==> config.mk <==
export PLATFORM = sky130hd
export DESIGN_NAME = vg75_ctrl
export DESIGN_NICKNAME = d
export VERILOG_FILES = /design/src/rtl/vg75_ctrl.sv
export SDC_FILE = /design/constraint.sdc
export NUM_CORES = 1
export LEC_CHECK = 0
export BUFFER_PORTS_ARGS = -buffer_cell sky130_fd_sc_hd__buf_4
export CAP_MARGIN = 20
export CORE_MARGIN = 8
export CORE_UTILIZATION = 40
export CTS_CLUSTER_DIAMETER = 200
export DETAILED_ROUTE_END_ITERATION = 16
export GPL_TIMING_DRIVEN = 0
export PLACE_DENSITY_LB_ADDON = 0.12
export SYNTH_ARGS = -nofsm -noshare
export SYNTH_HDL_FRONTEND = slang
export SYNTH_SLANG_ARGS = --single-unit
==> constraint.sdc <==
create_clock -name clock -period 1.3 [get_ports clock]
set_input_delay 0 -clock clock [delete_from_list [all_inputs] [get_ports clock]]
set_output_delay 0 -clock clock [all_outputs]
set_load 0.01 [all_outputs]
==> src/rtl/vg75_ctrl.sv <==
// vg75_ctrl: CPU-side register block of a VG75-style CRT controller (commands, parameters, status, IRQ).
// Define VG75_CTRL_DMA_EN to enable the byte-wide DMA base-address write port.
module vg75_ctrl (
   input  logic        clock,
   input  logic        reset_n,
   input  logic        cs,
   input  logic        we,
   input  logic        rd,
   input  logic        a0,
   input  logic [7:0]  din,
   output logic [7:0]  dout,
   input  logic        frame_tick,
   input  logic        base_we,
   input  logic [7:0]  base_din,
   output logic        irq,
   output logic        video_en,
   output logic [6:0]  cursor_x,
   output logic [5:0]  cursor_y,
   output logic [2:0]  sym_height,
   output logic [1:0]  sym_gap,
   output logic [6:0]  chars_per_row,
   output logic [5:0]  rows_per_frame,
   output logic [15:0] base_address,
   output logic [2:0]  dbg_state
);

   typedef enum logic [2:0] {
      S_IDLE   = 3'd0,
      S_RST_P1 = 3'd1,
      S_RST_P2 = 3'd2,
      S_RST_P3 = 3'd3,
      S_RST_P4 = 3'd4,
      S_CUR_P1 = 3'd5,
      S_CUR_P2 = 3'd6
   } state_t;

   state_t     state, next_state;
   logic       ie, ir, ic;
   logic [6:0] sh_p1;
   logic [5:0] sh_p2;
   logic [2:0] sh_height;
   logic [1:0] sh_gap;

   // Bus strobes are single-cycle and qualified by cs; a cycle carrying both we and rd is a write only.
   logic       wr_cyc, rd_cyc, cmd_wr, par_wr, stat_rd, par_rd, di_cmd;
   logic [2:0] op;
   logic       abort, par_idle, commit_rst, commit_cur;

   assign wr_cyc  = cs & we;
   assign rd_cyc  = cs & rd & ~we;
   assign cmd_wr  = wr_cyc & a0;
   assign par_wr  = wr_cyc & ~a0;
   assign stat_rd = rd_cyc & a0;
   assign par_rd  = rd_cyc & ~a0;
   assign op      = din[7:5];
   assign di_cmd  = cmd_wr & (op == 3'b110);

   always_comb begin
      next_state = state;
      abort      = 1'b0;
      par_idle   = 1'b0;
      commit_rst = 1'b0;
      commit_cur = 1'b0;
      if (cmd_wr) begin
         abort = (state != S_IDLE);
         case (op)
            3'b000:  next_state = S_RST_P1;
            3'b100:  next_state = S_CUR_P1;
            default: next_state = S_IDLE;
         endcase
      end else if (par_wr) begin
         case (state)
            S_IDLE:   par_idle = 1'b1;
            S_RST_P1: next_state = S_RST_P2;
            S_RST_P2: next_state = S_RST_P3;
            S_RST_P3: next_state = S_RST_P4;
            S_RST_P4: begin
               next_state = S_IDLE;
               commit_rst = 1'b1;
            end
            S_CUR_P1: next_state = S_CUR_P2;
            S_CUR_P2: begin
               next_state = S_IDLE;
               commit_cur = 1'b1;
            end
            default:  next_state = S_IDLE;
         endcase
      end
   end

   always_ff @(posedge clock) begin
      if (!reset_n) state <= S_IDLE;
      else          state <= next_state;
   end

   // Shadow registers; the gap is reduced to its 2-bit result as soon as P3 arrives.
   always_ff @(posedge clock) begin
      if (!reset_n) begin
         sh_p1     <= 7'd0;
         sh_p2     <= 6'd0;
         sh_height <= 3'd0;
         sh_gap    <= 2'd0;
      end else if (par_wr) begin
         case (state)
            S_RST_P1, S_CUR_P1: sh_p1 <= din[6:0];
            S_RST_P2:           sh_p2 <= din[5:0];
            S_RST_P3: begin
               sh_height <= din[6:4];
               sh_gap    <= din[1:0] - din[5:4];
            end
            default: ;
         endcase
      end
   end

   always_ff @(posedge clock) begin
      if (!reset_n) begin
         chars_per_row  <= 7'd79;
         rows_per_frame <= 6'd29;
         sym_height     <= 3'd7;
         sym_gap        <= 2'd2;
         cursor_x       <= 7'd0;
         cursor_y       <= 6'd0;
      end else begin
         if (commit_rst) begin
            chars_per_row  <= sh_p1;
            rows_per_frame <= sh_p2;
            sym_height     <= sh_height;
            sym_gap        <= sh_gap;
         end
         if (commit_cur) begin
            cursor_x <= sh_p1;
            cursor_y <= din[5:0];
         end
      end
   end

   // Priorities: DI beats a frame tick, a frame tick beats the status-read clear.
   always_ff @(posedge clock) begin
      if (!reset_n) begin
         video_en <= 1'b0;
         ie       <= 1'b0;
         ir       <= 1'b0;
         ic       <= 1'b0;
         dout     <= 8'h00;
      end else begin
         if (cmd_wr) begin
            case (op)
               3'b000: begin
                  video_en <= 1'b0;
                  ie       <= 1'b0;
               end
               3'b001:  video_en <= 1'b1;
               3'b010:  video_en <= 1'b0;
               3'b101:  ie <= 1'b1;
               3'b110:  ie <= 1'b0;
               default: ;
            endcase
         end
         if (di_cmd)                 ir <= 1'b0;
         else if (frame_tick && ie)  ir <= 1'b1;
         else if (stat_rd)           ir <= 1'b0;
         if (abort || par_idle)      ic <= 1'b1;
         else if (stat_rd)           ic <= 1'b0;
         if (stat_rd)     dout <= {1'b0, ie, ir, 1'b0, ic, video_en, 2'b00};
         else if (par_rd) dout <= 8'h00;
      end
   end

   assign irq       = ir;
   assign dbg_state = state;

`ifdef VG75_CTRL_DMA_EN
   logic       byte_hi;
   logic [7:0] base_lo;

   // Low byte is held until the high byte arrives so the address changes atomically.
   always_ff @(posedge clock) begin
      if (!reset_n) begin
         byte_hi      <= 1'b0;
         base_lo      <= 8'h00;
         base_address <= 16'hE6A0;
      end else if (base_we) begin
         if (!byte_hi) begin
            base_lo <= base_din;
            byte_hi <= 1'b1;
         end else begin
            base_address <= {base_din, base_lo};
            byte_hi      <= 1'b0;
         end
      end
   end
`else
   logic unused_dma;
   assign unused_dma   = &{1'b0, base_we, base_din};
   assign base_address = 16'hE6A0;
`endif

endmodule

==> results.toml <==
[power_and_ir_drop]
p_leak_nw = 1.48
power_density_nw_per_um2 = 1070
vdd_drop_max_mv = 0.734
power_mw = 4.01

[timing]
setup_viol = 0
final.setup.tns_ps = 0
rsz0062_at_grt = "true"
setup_slack_ps = 21.0
slew_headroom_pct = 63.4
slew_violations = 0
whs_ps = 87.0
fin_crit_sh_pct = 98.4
final.setup_skew_ps = 5.06
hold_viol = 0
tightest_slew_ps = 548
max_freq_ghz = 0.782
final.min_clock_period_ps = 1280

[placement]
dp.cells = 477
numPortBuffers = 51
gp_congestion = 0.780
preCtsSetupSlack_ps = -141
place_area_um2 = 3290
dp_hpwl_um = 5670

[clocking]
cts_buffers = 9
clock_latency_ps = 340
numClockSinks = 60
path_clk_slew_ps = 70
cts_max_path_buffers = 2
cts_tree = "done"
root_buffer = "clkbuf_8"
cts-htree-levels = 3

[finish]
layout_commonest_cell = "buf_4"
final_util_pct = 55.9
fin_nets = 449
fin_cells = 509
ff_latch_area_um2 = 1200
diodes = 0
multi_input_area_um2 = 1310
final_area_um2 = 3760
final_cell_mix = "buf_4 (81), nand3_1 (62), dfxtp_1 (59), a21oi_1 (38), o21ai_1 (28)"
syn2layout_area_growth_pct = 37.1
nFillCells = 665
drive_gt1_share_pct = 31.9

[floorplanning]
io_pins = 84
dieArea_um2 = 9750
die_x_um = 98.8
die_h_um = 98.8
start_util_pct = 40.8
rows = 30
core_area_um2 = 6720

[synthesis]
ys_ff_latch = 60
seq_area_frac_synth_pct = 43.8
synth.avg_cell_area_um2 = 8.35
ys.warnings.count = 0
synth.distinct_cells = 46
netlist_instances = 328
synth_edf_count = 0
synthesis.area_um2 = 2740
ys.flop_type = "dfxtp_1"
async_reset_ff_share_pct = 0

[setup_path]
end_kind = "flip-flop"
critPathRequiredTime_ps = 1510
cp_top_family = "buffers and inverters"
crit_chain = "buf_6 -> nand4b_1 -> buf_4 -> clkbuf_8 -> o21ai_1 -> a21oi_2"
cpPeakStageDelay_ps = 350
crit_slowest_cell = "dfxtp_2"
cp_max_fo = 10
cp.arrival_ps = 1490
ff2ff_setup_slack_ps = 20
path_buf_inv = 3
setup.worst_path.start_class = "flip-flop"
worst-setup-path-type = "reg2reg"

[global_route]
grt_max_degree = 19
antenna_found_initial = 0
grt_pass1_vias = 2504
grtUsageTotal_pct = 16.5
grt_remaining_overflow = 0
grt_pass1_wl_um = 12900

[drt]
drtIter0Drc = 163
drc = 0
routed_wl_um = 7850
antenna_left = 0
via_count = 2636
wl_per_cell_um = 15.4
firstDrtPassIters = 4
post_drt_via_cell_ratio = 5.18

[outcome]
status = "complete, no violations"

[hold_path]
min_path_type = "in2reg"

[flow_run]
maxCapViolations = 0
worst paths after layout:
check / startpoint / endpoint / cells past startpoint
setup reg to reg: dbg_state[1] / sh_p2[3] / 6
hold / removal: din[5] / sh_p1[5] / 3
hold reg to reg: dout[5] / dout[5] / 2
setup / recovery: dbg_state[1] / sh_p2[3] / 6
worst register-to-register path: stages (launching register included):
cell,delay [ps]
dfxtp_2,350
buf_6,120
nand4b_1,100
buf_4,170
clkbuf_8,160
o21ai_1,170
a21oi_2,80
cell type report:
cell class	instances	area share, %
inverter	3	0.300
sequential	60	32.0
multi-input combinational	231	34.8
clock buffer	12	4.13
tap	80	2.66
clock inverter	4	1.27
timing repair buffer	68	14.5
buffer	51	10.4
report_power, final:
group | internal [mW] | total (mW) | switching, mW
Combinational | 0.186 | 0.438 | 0.253
Sequential | 1.85 | 1.86 | 0.0111
Clock | 0.983 | 1.71 | 0.725
registers in the layout (all words and copies together) (netlist names):
name	count
chars_per_row	7
cursor_x	7
cursor_y	6
dbg_state	3
dout	4
ic	1
ie	1
irq	1
rows_per_frame	6
sh_gap	2
sh_height	3
sh_p1	7
sh_p2	6
sym_gap	2
sym_height	3
video_en	1
repair_timing:
item | CTS | global route
hold endpoints to repair | 21 | 0
pin swaps | 0 | 3
setup endpoints to repair | 42 | 50
hold buffers | 9 | 0
buffers inserted | 2 | 5
cloned | 1 | 0
resized for setup | 17 | 48
cell usage after synthesis (all sizes together), types with 2 or more instances:
| library cell | instances | area share, % |
|---|---|---|
| nand3 | 65 | 12 |
| nor2b | 5 | 1.1 |
| buf | 37 | 11 |
| xnor2 | 2 | 0.64 |
| clkbuf | 15 | 2.1 |
| nor3 | 5 | 0.91 |
| a21oi | 43 | 8.0 |
| o311a | 2 | 0.73 |
| o31a | 2 | 0.64 |
| nand2b | 2 | 0.46 |
| inv | 2 | 0.27 |
| a221oi | 2 | 0.87 |
| nor4 | 2 | 0.46 |
| o21ai | 53 | 9.7 |
| conb | 2 | 0.27 |
| nand2 | 8 | 1.1 |
| dfxtp | 60 | 44 |
kinds of logic (layout without fill, tap and decap cells):
kind of cell | Yosys count | in the layout | share of synthesized area [%]
buffers and inverters | 55 | 138 | 13.2
and+or+nand+nor | 100 | 100 | 19.9
AOI/OAI and AO/OA | 107 | 107 | 21.4
adders and majority gates | 1 | 1 | 0.457
xor gates and xnor gates | 3 | 3 | 0.959
other | 2 | 20 | 0.274
DFF | 60 | 60 | 43.8
routing by layer:
metal  GRT usage (%)  wire length, µm  up-vias
met5               0                0        -
met4            3.90               60        0
met3            6.84              672        6
met2            28.0             3850       86
met1            18.7             3270     1214
li1                -                -     1330
(Power assumes the default switching activity.)
